**config.mk**
```make
export PLATFORM = sky130hd
export DESIGN_NAME = rvh_l1d_ld_wb_arb_flat
export DESIGN_NICKNAME = d
export VERILOG_FILES = /design/src/rtl/rvh_l1d_ld_wb_arb_if.sv /design/src/rtl/rvh_l1d_ld_wb_arb.sv /design/src/flat_wrapper.sv
export SDC_FILE = /design/constraint.sdc
export NUM_CORES = 1
export LEC_CHECK = 0
export ABC_AREA = 0
export CAP_MARGIN = 20
export CORE_MARGIN = 2
export CORE_UTILIZATION = 35
export CTS_CLUSTER_SIZE = 8
export DETAILED_ROUTE_END_ITERATION = 8
export GPL_ROUTABILITY_DRIVEN = 0
export REMOVE_ABC_BUFFERS = 1
export SYNTH_ARGS = -nofsm -noshare
export SYNTH_HDL_FRONTEND = slang
export SYNTH_SLANG_ARGS = --single-unit
```
**constraint.sdc**
```tcl
create_clock -name clk -period 3.79 [get_ports clk]
set_input_delay 0.758 -clock clk [delete_from_list [all_inputs] [get_ports clk]]
set_output_delay 0.758 -clock clk [all_outputs]
set_load 0.01 [all_outputs]
```
**src/rtl/rvh_l1d_ld_wb_arb_if.sv**
```systemverilog
//------------------------------------------------------------------------------
// Module : rvh_l1d_ld_wb_arb_if
// Purpose: Bundles the hit-response, MLFB refill-replay and core writeback
//          signals of the L1D load writeback arbiter.
// Ports  : slave  - arbiter side (takes hit/refill, drives writeback)
//          master - environment side (drives hit/refill, takes writeback)
// Rev    : 1.0  initial release
//------------------------------------------------------------------------------
`timescale 1ns/1ps
`default_nettype none

interface rvh_l1d_ld_wb_arb_if #(
  parameter int unsigned REFILL_Q_DEPTH = 4,
  parameter int unsigned ROB_TAG_W      = 4,
  parameter int unsigned PREG_TAG_W     = 6,
  parameter int unsigned XLEN           = 64
);
  localparam int unsigned CNT_W = $clog2(REFILL_Q_DEPTH) + 1;

  // hit-response stage
  logic                  hit_vld_i;
  logic                  hit_rdy_o;
  logic [ROB_TAG_W-1:0]  hit_rob_tag_i;
  logic [PREG_TAG_W-1:0] hit_prd_i;
  logic [XLEN-1:0]       hit_data_i;
  // MLFB refill replay
  logic                  refill_vld_i;
  logic                  refill_rdy_o;
  logic [ROB_TAG_W-1:0]  refill_rob_tag_i;
  logic [PREG_TAG_W-1:0] refill_prd_i;
  logic [XLEN-1:0]       refill_data_i;
  // core writeback bus
  logic                  l1d_rob_wb_vld_o;
  logic [ROB_TAG_W-1:0]  l1d_rob_wb_rob_tag_o;
  logic                  l1d_int_prf_wb_vld_o;
  logic [PREG_TAG_W-1:0] l1d_int_prf_wb_tag_o;
  logic [XLEN-1:0]       l1d_int_prf_wb_data_o;
  logic                  l1d_int_prf_wb_vld_from_mlfb_o;
  logic [CNT_W-1:0]      refill_q_cnt_o;

  modport slave (
    input  hit_vld_i, hit_rob_tag_i, hit_prd_i, hit_data_i,
    input  refill_vld_i, refill_rob_tag_i, refill_prd_i, refill_data_i,
    output hit_rdy_o, refill_rdy_o,
    output l1d_rob_wb_vld_o, l1d_rob_wb_rob_tag_o,
    output l1d_int_prf_wb_vld_o, l1d_int_prf_wb_tag_o, l1d_int_prf_wb_data_o,
    output l1d_int_prf_wb_vld_from_mlfb_o, refill_q_cnt_o
  );

  modport master (
    output hit_vld_i, hit_rob_tag_i, hit_prd_i, hit_data_i,
    output refill_vld_i, refill_rob_tag_i, refill_prd_i, refill_data_i,
    input  hit_rdy_o, refill_rdy_o,
    input  l1d_rob_wb_vld_o, l1d_rob_wb_rob_tag_o,
    input  l1d_int_prf_wb_vld_o, l1d_int_prf_wb_tag_o, l1d_int_prf_wb_data_o,
    input  l1d_int_prf_wb_vld_from_mlfb_o, refill_q_cnt_o
  );
endinterface

`default_nettype wire

```
**src/rtl/rvh_l1d_ld_wb_arb.sv**
```systemverilog
//------------------------------------------------------------------------------
// Module : rvh_l1d_ld_wb_arb
// Purpose: Arbitrates the single L1D load writeback port between the bank
//          hit-response stage (unbufferable, normally wins) and MLFB refill
//          replays (queued in a small FIFO, drained in hit-idle slots).
//          All writeback outputs are registered.
// Ports  : clk, rst (sync, active-high), flush_i (drop all in-flight work),
//          bus (rvh_l1d_ld_wb_arb_if.slave: hit / refill / writeback).
// Config : RVH_L1D_WB_ARB_STARVE_EN - when defined, after STARVE_LIMIT
//          consecutive hit grants with a refill pending, the hit stage is
//          stalled for one cycle so the FIFO head writes back.
// Rev    : 1.0  initial release
//------------------------------------------------------------------------------
`timescale 1ns/1ps
`default_nettype none

module rvh_l1d_ld_wb_arb #(
  parameter int unsigned REFILL_Q_DEPTH = 4,
  parameter int unsigned STARVE_LIMIT   = 8,
  parameter int unsigned ROB_TAG_W      = 4,
  parameter int unsigned PREG_TAG_W     = 6,
  parameter int unsigned XLEN           = 64
) (
  input  logic                  clk,
  input  logic                  rst,
  input  logic                  flush_i,
  rvh_l1d_ld_wb_arb_if.slave    bus
);
  localparam int unsigned c_ptr_w = $clog2(REFILL_Q_DEPTH);
  localparam int unsigned c_cnt_w = c_ptr_w + 1;

  if ((REFILL_Q_DEPTH < 2) || ((REFILL_Q_DEPTH & (REFILL_Q_DEPTH - 1)) != 0)) begin : g_bad_depth
    $error("REFILL_Q_DEPTH must be a power of two >= 2");
  end
  if (STARVE_LIMIT < 1) begin : g_bad_limit
    $error("STARVE_LIMIT must be >= 1");
  end

  // refill FIFO
  logic [ROB_TAG_W-1:0]  r_q_rob  [REFILL_Q_DEPTH];
  logic [PREG_TAG_W-1:0] r_q_prd  [REFILL_Q_DEPTH];
  logic [XLEN-1:0]       r_q_data [REFILL_Q_DEPTH];
  logic [c_ptr_w-1:0]    r_wr_ptr;
  logic [c_ptr_w-1:0]    r_rd_ptr;
  logic [c_cnt_w-1:0]    r_cnt;

  // writeback output register
  logic                  r_wb_vld;
  logic [ROB_TAG_W-1:0]  r_wb_rob;
  logic [PREG_TAG_W-1:0] r_wb_prd;
  logic [XLEN-1:0]       r_wb_data;
  logic                  r_wb_mlfb;

  logic w_q_nonempty;
  logic w_q_full;
  logic w_force;
  logic w_grant_hit;
  logic w_grant_refill;
  logic w_enq;
  logic w_deq;

  // Full/empty come from the registered count only, so a same-cycle
  // dequeue never frees a slot for an enqueue.
  assign w_q_nonempty = (r_cnt != '0);
  assign w_q_full     = (r_cnt == c_cnt_w'(REFILL_Q_DEPTH));

`ifdef RVH_L1D_WB_ARB_STARVE_EN
  localparam int unsigned c_sw = $clog2(STARVE_LIMIT + 1);
  logic [c_sw-1:0] r_starve_cnt;

  assign w_force = w_q_nonempty & (r_starve_cnt == c_sw'(STARVE_LIMIT));

  always_ff @(posedge clk) begin
    if (rst || flush_i || w_grant_refill || !w_q_nonempty) begin
      r_starve_cnt <= '0;
    end else if (w_grant_hit && (r_starve_cnt != c_sw'(STARVE_LIMIT))) begin
      r_starve_cnt <= r_starve_cnt + c_sw'(1);
    end
  end
`else
  assign w_force = 1'b0;
`endif

  assign w_grant_hit    = bus.hit_vld_i & ~w_force;
  assign w_grant_refill = w_q_nonempty & (~bus.hit_vld_i | w_force);
  assign w_enq          = bus.refill_vld_i & ~w_q_full & ~flush_i;
  assign w_deq          = w_grant_refill;

  assign bus.hit_rdy_o    = ~w_force;
  assign bus.refill_rdy_o = ~w_q_full;

  // FIFO storage: no reset needed, entries are qualified by r_cnt.
  always_ff @(posedge clk) begin
    if (w_enq) begin
      r_q_rob[r_wr_ptr]  <= bus.refill_rob_tag_i;
      r_q_prd[r_wr_ptr]  <= bus.refill_prd_i;
      r_q_data[r_wr_ptr] <= bus.refill_data_i;
    end
  end

  always_ff @(posedge clk) begin
    if (rst || flush_i) begin
      r_wr_ptr <= '0;
      r_rd_ptr <= '0;
      r_cnt    <= '0;
    end else begin
      if (w_enq) r_wr_ptr <= r_wr_ptr + c_ptr_w'(1);
      if (w_deq) r_rd_ptr <= r_rd_ptr + c_ptr_w'(1);
      r_cnt <= r_cnt + c_cnt_w'(w_enq) - c_cnt_w'(w_deq);
    end
  end

  always_ff @(posedge clk) begin
    if (rst) begin
      r_wb_vld  <= 1'b0;
      r_wb_rob  <= '0;
      r_wb_prd  <= '0;
      r_wb_data <= '0;
      r_wb_mlfb <= 1'b0;
    end else begin
      r_wb_vld  <= (w_grant_hit | w_grant_refill) & ~flush_i;
      r_wb_mlfb <= w_grant_refill & ~flush_i;
      if (w_grant_hit) begin
        r_wb_rob  <= bus.hit_rob_tag_i;
        r_wb_prd  <= bus.hit_prd_i;
        r_wb_data <= bus.hit_data_i;
      end else if (w_grant_refill) begin
        r_wb_rob  <= r_q_rob[r_rd_ptr];
        r_wb_prd  <= r_q_prd[r_rd_ptr];
        r_wb_data <= r_q_data[r_rd_ptr];
      end
    end
  end

  assign bus.l1d_rob_wb_vld_o               = r_wb_vld;
  assign bus.l1d_rob_wb_rob_tag_o           = r_wb_rob;
  assign bus.l1d_int_prf_wb_vld_o           = r_wb_vld;
  assign bus.l1d_int_prf_wb_tag_o           = r_wb_prd;
  assign bus.l1d_int_prf_wb_data_o          = r_wb_data;
  assign bus.l1d_int_prf_wb_vld_from_mlfb_o = r_wb_mlfb;
  assign bus.refill_q_cnt_o                 = r_cnt;

endmodule

`default_nettype wire

```
**src/flat_wrapper.sv**
```systemverilog
// flat-port wrapper written by rule: the top's interface ports become plain ports
module rvh_l1d_ld_wb_arb_flat 
#(
  parameter int unsigned REFILL_Q_DEPTH = 4,
  parameter int unsigned STARVE_LIMIT   = 8,
  parameter int unsigned ROB_TAG_W      = 4,
  parameter int unsigned PREG_TAG_W     = 6,
  parameter int unsigned XLEN           = 64
)
  (clk, rst, flush_i, bus_hit_vld_i, bus_hit_rob_tag_i, bus_hit_prd_i, bus_hit_data_i, bus_refill_vld_i, bus_refill_rob_tag_i, bus_refill_prd_i, bus_refill_data_i, bus_hit_rdy_o, bus_refill_rdy_o, bus_l1d_rob_wb_vld_o, bus_l1d_rob_wb_rob_tag_o, bus_l1d_int_prf_wb_vld_o, bus_l1d_int_prf_wb_tag_o, bus_l1d_int_prf_wb_data_o, bus_l1d_int_prf_wb_vld_from_mlfb_o, bus_refill_q_cnt_o);
  rvh_l1d_ld_wb_arb_if #(.REFILL_Q_DEPTH(REFILL_Q_DEPTH), .ROB_TAG_W(ROB_TAG_W), .PREG_TAG_W(PREG_TAG_W), .XLEN(XLEN)) bus_i ();
  input  logic clk;
  input  logic rst;
  input  logic flush_i;
  input wire logic [$bits(bus_i.hit_vld_i)-1:0] bus_hit_vld_i;
  input wire logic [$bits(bus_i.hit_rob_tag_i)-1:0] bus_hit_rob_tag_i;
  input wire logic [$bits(bus_i.hit_prd_i)-1:0] bus_hit_prd_i;
  input wire logic [$bits(bus_i.hit_data_i)-1:0] bus_hit_data_i;
  input wire logic [$bits(bus_i.refill_vld_i)-1:0] bus_refill_vld_i;
  input wire logic [$bits(bus_i.refill_rob_tag_i)-1:0] bus_refill_rob_tag_i;
  input wire logic [$bits(bus_i.refill_prd_i)-1:0] bus_refill_prd_i;
  input wire logic [$bits(bus_i.refill_data_i)-1:0] bus_refill_data_i;
  output wire logic [$bits(bus_i.hit_rdy_o)-1:0] bus_hit_rdy_o;
  output wire logic [$bits(bus_i.refill_rdy_o)-1:0] bus_refill_rdy_o;
  output wire logic [$bits(bus_i.l1d_rob_wb_vld_o)-1:0] bus_l1d_rob_wb_vld_o;
  output wire logic [$bits(bus_i.l1d_rob_wb_rob_tag_o)-1:0] bus_l1d_rob_wb_rob_tag_o;
  output wire logic [$bits(bus_i.l1d_int_prf_wb_vld_o)-1:0] bus_l1d_int_prf_wb_vld_o;
  output wire logic [$bits(bus_i.l1d_int_prf_wb_tag_o)-1:0] bus_l1d_int_prf_wb_tag_o;
  output wire logic [$bits(bus_i.l1d_int_prf_wb_data_o)-1:0] bus_l1d_int_prf_wb_data_o;
  output wire logic [$bits(bus_i.l1d_int_prf_wb_vld_from_mlfb_o)-1:0] bus_l1d_int_prf_wb_vld_from_mlfb_o;
  output wire logic [$bits(bus_i.refill_q_cnt_o)-1:0] bus_refill_q_cnt_o;
  assign bus_i.hit_vld_i = bus_hit_vld_i;
  assign bus_i.hit_rob_tag_i = bus_hit_rob_tag_i;
  assign bus_i.hit_prd_i = bus_hit_prd_i;
  assign bus_i.hit_data_i = bus_hit_data_i;
  assign bus_i.refill_vld_i = bus_refill_vld_i;
  assign bus_i.refill_rob_tag_i = bus_refill_rob_tag_i;
  assign bus_i.refill_prd_i = bus_refill_prd_i;
  assign bus_i.refill_data_i = bus_refill_data_i;
  assign bus_hit_rdy_o = bus_i.hit_rdy_o;
  assign bus_refill_rdy_o = bus_i.refill_rdy_o;
  assign bus_l1d_rob_wb_vld_o = bus_i.l1d_rob_wb_vld_o;
  assign bus_l1d_rob_wb_rob_tag_o = bus_i.l1d_rob_wb_rob_tag_o;
  assign bus_l1d_int_prf_wb_vld_o = bus_i.l1d_int_prf_wb_vld_o;
  assign bus_l1d_int_prf_wb_tag_o = bus_i.l1d_int_prf_wb_tag_o;
  assign bus_l1d_int_prf_wb_data_o = bus_i.l1d_int_prf_wb_data_o;
  assign bus_l1d_int_prf_wb_vld_from_mlfb_o = bus_i.l1d_int_prf_wb_vld_from_mlfb_o;
  assign bus_refill_q_cnt_o = bus_i.refill_q_cnt_o;
  rvh_l1d_ld_wb_arb #(.REFILL_Q_DEPTH(REFILL_Q_DEPTH), .STARVE_LIMIT(STARVE_LIMIT), .ROB_TAG_W(ROB_TAG_W), .PREG_TAG_W(PREG_TAG_W), .XLEN(XLEN)) u_core (.clk(clk), .rst(rst), .flush_i(flush_i), .bus(bus_i));
endmodule
```
Word-level counts from Yosys, hierarchy flattened. Memory sizes are Yosys's and may differ from the RTL's. A register that Yosys moved wholly into a read port is not among the register bits. Index checks and enable logic that the tools add are counted.

Flip-flop bits (word level): 83. Memory bits (writable): 296. Logic and storage cells: 42. Memories kept: 3.

$add $sub $neg: 4. Equal/unequal tests: 1. Multiplexer cells: 14. Bitwise gates (word level): 9. Reductions and logical operators: 3.

Memories: u_core.r_q_data (depth 4, width 64, rd ports 1, clocked after memory_dff 1, write ports 1, RTL line rvh_l1d_ld_wb_arb.sv:42) `logic [XLEN-1:0] r_q_data [REFILL_Q_DEPTH];`; u_core.r_q_prd (depth 4, width 6, rd ports 1, clocked after memory_dff 1, write ports 1, RTL line rvh_l1d_ld_wb_arb.sv:41) `logic [PREG_TAG_W-1:0] r_q_prd [REFILL_Q_DEPTH];`; u_core.r_q_rob (depth 4, width 4, rd ports 1, clocked after memory_dff 1, write ports 1, RTL line rvh_l1d_ld_wb_arb.sv:40) `logic [ROB_TAG_W-1:0] r_q_rob [REFILL_Q_DEPTH];`.

Operator list (number): $mux 64 (2); $mux 2 (6); $mux 6 (2); $mux 4 (2); $and 1x1->1 (5); $add 2x1->2 const B (2); $add 3x1->3 (1); $eq 3x3->1 const B (1); $not 1->1 (3); $reduce_bool 3->1 (1); $sub 3x1->3 (1); $mux 1 (2); $reduce_bool 2->1 (1); $logic_or 1x1->1 (1); $or 1x1->1 (1).

Longest topological paths before layout.
Depth in word-level cells: 6. Depth in mapped cells: 10. Mapped depth without buffers: 9.

Worst setup path after synthesis. No wires, ideal clock.

Path kind: input to register. Start: input bus_refill_vld_i. End: memory u_core.r_q_data[0][0], enable pin. Library setup time: 0.440 ns. Data arrival time: 2.891 ns. Path slack: 0.459 ns. Stages on the path: 3. Buffers on the path: 0. Cells stage by stage: inv_1 > nor3_1 > and2_1.

Cells in the longest elaborated chain, start to end: 4.

Ends and longest elaborated chain: start: declaration (RTL line flat_wrapper.sv:19) `input wire logic [$bits(bus_i.refill_vld_i)-1:0] bus_refill_vld_i;`; $and 1x1->1 (2 in a row) (RTL line rvh_l1d_ld_wb_arb.sv:86) `assign w_enq = bus.refill_vld_i & ~w_q_full & ~flush_i;`; via u_core.w_enq (RTL line rvh_l1d_ld_wb_arb.sv:59) `logic w_enq;`; $mux 1 (RTL line rvh_l1d_ld_wb_arb.sv:94) `if (w_enq) begin`; $mux 1 (implied by the code) (RTL line rvh_l1d_ld_wb_arb.sv:97) `r_q_data[r_wr_ptr] <= bus.refill_data_i;`; end: declaration (RTL line rvh_l1d_ld_wb_arb.sv:42).

The timed path passes the listed nets, and every way through them passes these cells.

Final worst setup path.
Start: register u_core.r_cnt[2] (netlist: u_core.bus.refill_q_cnt_o[2]). End: output bus_refill_rdy_o.

Cells in the longest elaborated chain, start to end: 2.

Ends and longest elaborated chain: start: declaration (RTL line rvh_l1d_ld_wb_arb.sv:45) `logic [c_cnt_w-1:0] r_cnt;`; start signal: assignment (RTL line rvh_l1d_ld_wb_arb.sv:109) `r_cnt <= r_cnt + c_cnt_w'(w_enq) - c_cnt_w'(w_deq);`; $eq 3x3->1 (RTL line rvh_l1d_ld_wb_arb.sv:65) `assign w_q_full = (r_cnt == c_cnt_w'(REFILL_Q_DEPTH));`; $not 1->1 (RTL line rvh_l1d_ld_wb_arb.sv:90) `assign bus.refill_rdy_o = ~w_q_full;`; end: declaration (RTL line flat_wrapper.sv:24) `output wire logic [$bits(bus_i.refill_rdy_o)-1:0] bus_refill_rdy_o;`.

No other way between the ends.

==> flow_metrics.py <==
metrics = {
    "outcome": {
        "outcome": "finished clean",
    },
    "synthesis": {
        "muxShareOfSynthArea": 0.115,
        "synth-edff-count": 296,
        "synth-simple-area-share": 0.0290,
        "ys_ff_latch": 381,
        "synth.distinct_cells": 32,
        "synth_compound_area_frac": 0.0934,
        "synth_top_flop_cell": "edfxtp_1",
        "synthTopCellsByArea": "edfxtp_1, dfxtp_1, mux2_2, a222oi_1, a211oi_1",
        "synthArstFlopShare": 0,
        "syn_area_per_cell_um2": 16.7,
        "synth_adder_area_share": 0.00569,
        "syn_inst": 868,
        "synth_warnings": 0,
        "synth_seq_area_share": 0.730,
        "syn_area_um2": 14500,
        "synth-xor-area-share": 0.000604,
        "synth_top_family_by_area": "multiplexers",
        "netlist_top_cells_count": "edfxtp_1, mux2_2, dfxtp_1, nor2_1",
        "yosysTopAreaCellShare": 0.613,
        "synth.most_common_cell": "edfxtp_1",
        "yosysTopAreaCell": "edfxtp_1",
    },
    "worst_setup_path": {
        "cp_slowest_cell": "clkdlybuf4s50_1",
        "cp_cell_sequence": "nor3b_1 > inv_1 > clkdlybuf4s50_1",
        "cpPeakStageDelay_ns": 0.52,
        "critPathKind": "flop to primary output",
        "cp.arrival_ns": 2.09,
        "start_kind": "flop",
        "end_kind": "primary output",
        "critical_path_required_ns": 3.03,
        "crit_fanout": 6,
    },
    "grt": {
        "grt_usage": 0.162,
        "antenna_found_initial": 6,
        "grt_pass1_vias": 8962,
        "grt_max_degree": 75,
        "grt_pass1_wl_um": 53700,
        "grt_overflow": 0,
    },
    "power": {
        "finalPower_mw": 9.96,
        "ir_worst_vdd_mv": 0.356,
        "power.density_nw_per_um2": 525,
        "leakagePower_nw": 6.19,
    },
    "die": {
        "die-area_um2": 43100,
        "initial_utilization": 0.355,
        "die_h_um": 208,
        "fp-row-count": 74,
        "ios": 235,
        "die_w_um": 208,
        "core_area_um2": 40900,
    },
    "timing": {
        "slew_headroom": 0.423,
        "hold_ws_ns": 0.494,
        "final.min_clock_period_ns": 2.85,
        "slew_violations": 0,
        "finalSetupTns_ns": 0,
        "setup_ws_ns": 0.942,
        "min_period_over_period": 0.752,
        "tightest_slew_ns": 0.865,
        "skew_ns": 0.0101,
        "timing.fmax_mhz": 351,
        "setup_viol": 0,
        "hold_viol": 0,
        "rsz0062_at_grt": "no",
    },
    "clock_tree": {
        "h-tree-depth": 2,
        "cts_tree": "done",
        "cts_sinks": 381,
        "cts_resized": 0,
        "numCtsBuffers": 53,
        "cts-root-buf": "clkbuf_16",
        "hold_buffers": 0,
        "clockBufferDepth": 3,
        "cts_setup_buffers": 0,
        "insertion_delay_ns": 0.57,
        "clk_pin_slew_ns": 0.05,
    },
    "route": {
        "drc": 0,
        "wl_per_cell_um": 20.8,
        "drtIter0Drc": 705,
        "dr_total_vias": 8630,
        "drt.antenna.violating_nets": 0,
        "dr.pass1.iters": 8,
        "vias_per_cell": 5.12,
        "routed_wl_um": 35100,
    },
    "final_layout": {
        "stdcell_count": 1685,
        "drive_above_1_share": 0.205,
        "syn_to_final_growth_pct": 30.7,
        "fin_nets": 1268,
    },
    "job": {
        "maxCapViolCount": 0,
    },
    "place": {
        "dp_cells": 1586,
        "io_buffers": 233,
        "dpl.hpwl_um": 21000,
        "place_ws_ns": 0.942,
    },
    "hold_path": {
        "min-delay-path-class": "flop to flop",
    },
}
cell usage in the layout, fill, tap and decap left out, drive strengths merged, types with 2 or more instances in the layout:
| cell type | instances |
|---|---|
| a21oi | 6 |
| nor3 | 5 |
| clkdlybuf4s50 | 231 |
| nand3 | 2 |
| or4 | 2 |
| o21ai | 3 |
| dfxtp | 85 |
| buf | 22 |
| a211oi | 73 |
| a222oi | 73 |
| ha | 5 |
| nor2 | 79 |
| clkinv | 2 |
| inv | 8 |
| and2 | 5 |
| or2 | 2 |
| clkbuf | 95 |
| mux2 | 146 |
| edfxtp | 296 |
state kept, by name, indices dropped and copies added (netlist names), named ones only:
register,flops
u_core.bus.l1d_int_prf_wb_data_o,64
u_core.bus.l1d_int_prf_wb_tag_o,6
u_core.bus.l1d_int_prf_wb_vld_from_mlfb_o,1
u_core.bus.l1d_int_prf_wb_vld_o,1
u_core.bus.l1d_rob_wb_rob_tag_o,4
u_core.bus.refill_q_cnt_o,3
u_core.r_q_data,256
u_core.r_q_prd,24
u_core.r_q_rob,16
u_core.r_rd_ptr,2
u_core.r_wr_ptr,2
kinds of logic (layout without fill, tap and decap cells):
group                      after synthesis  after routing
AOI/OAI and AO/OA                      159            159
xor gates and xnor gates                 1              1
adders and majority gates                6              6
buffers and inverters                   74            358
DFF                                    381            381
muxes                                  147            147
other                                    1              2
and+or+nand+nor                         99             99
per-layer routing:
layer,GRT usage,part of all wire,up-vias
met3,0.0439,0.075,57
met4,0.0553,0.020,10
met5,0,0.0018,-
met2,0.250,0.45,302
met1,0.222,0.45,4241
li1,-,-,4020
through the flow:
step	area, µm²	utilization
floorplan	14200	-
global placement	17400	0.426
detailed placement	17400	0.426
CTS	19000	0.463
global route	19000	0.463
finish	19000	0.463
worst max-delay path, delay by kind of cell (launching register included):
| kind | cells | cell delay [ns] |
|---|---|---|
| and+or+nand+nor | 1 | 0.41 |
| buffers and inverters | 2 | 0.67 |
| DFF | 1 | 0.43 |
path summary, 6_finish.rpt:
kind                                                      startpoint                              endpoint  slack, ns  depth (start not counted)
worst max-delay path                    u_core.bus.refill_q_cnt_o[2]                      bus_refill_rdy_o       0.94                          3
worst min-delay path            u_core.bus.l1d_int_prf_wb_data_o[17]  u_core.bus.l1d_int_prf_wb_data_o[17]       0.49                          2
worst max register to register                                  flop  u_core.bus.l1d_int_prf_wb_data_o[56]       1.40                          4
worst min register to register  u_core.bus.l1d_int_prf_wb_data_o[17]  u_core.bus.l1d_int_prf_wb_data_o[17]       0.49                          2
power by group:
| group | total (mW) | switching (mW) | leakage (nW) | internal, mW |
|---|---|---|---|---|
| sequential | 4.74 | 0.0715 | 3.39 | 4.67 |
| clock | 4.32 | 1.69 | 0.727 | 2.63 |
| combinational | 0.905 | 0.420 | 2.07 | 0.485 |
| total | 9.96 | 2.18 | 6.19 | 7.78 |
cell type report:
type	instances	area, µm²
multi-input combinational	413	3560
fill	3623	22000
sequential	381	10600
timing repair buffer	253	2580
inverter	7	26.3
antenna	1	2.50
clock buffer	95	1490
clock inverter	3	41.3
tap	532	666
No activity file was read; power rests on OpenSTA's default activity.
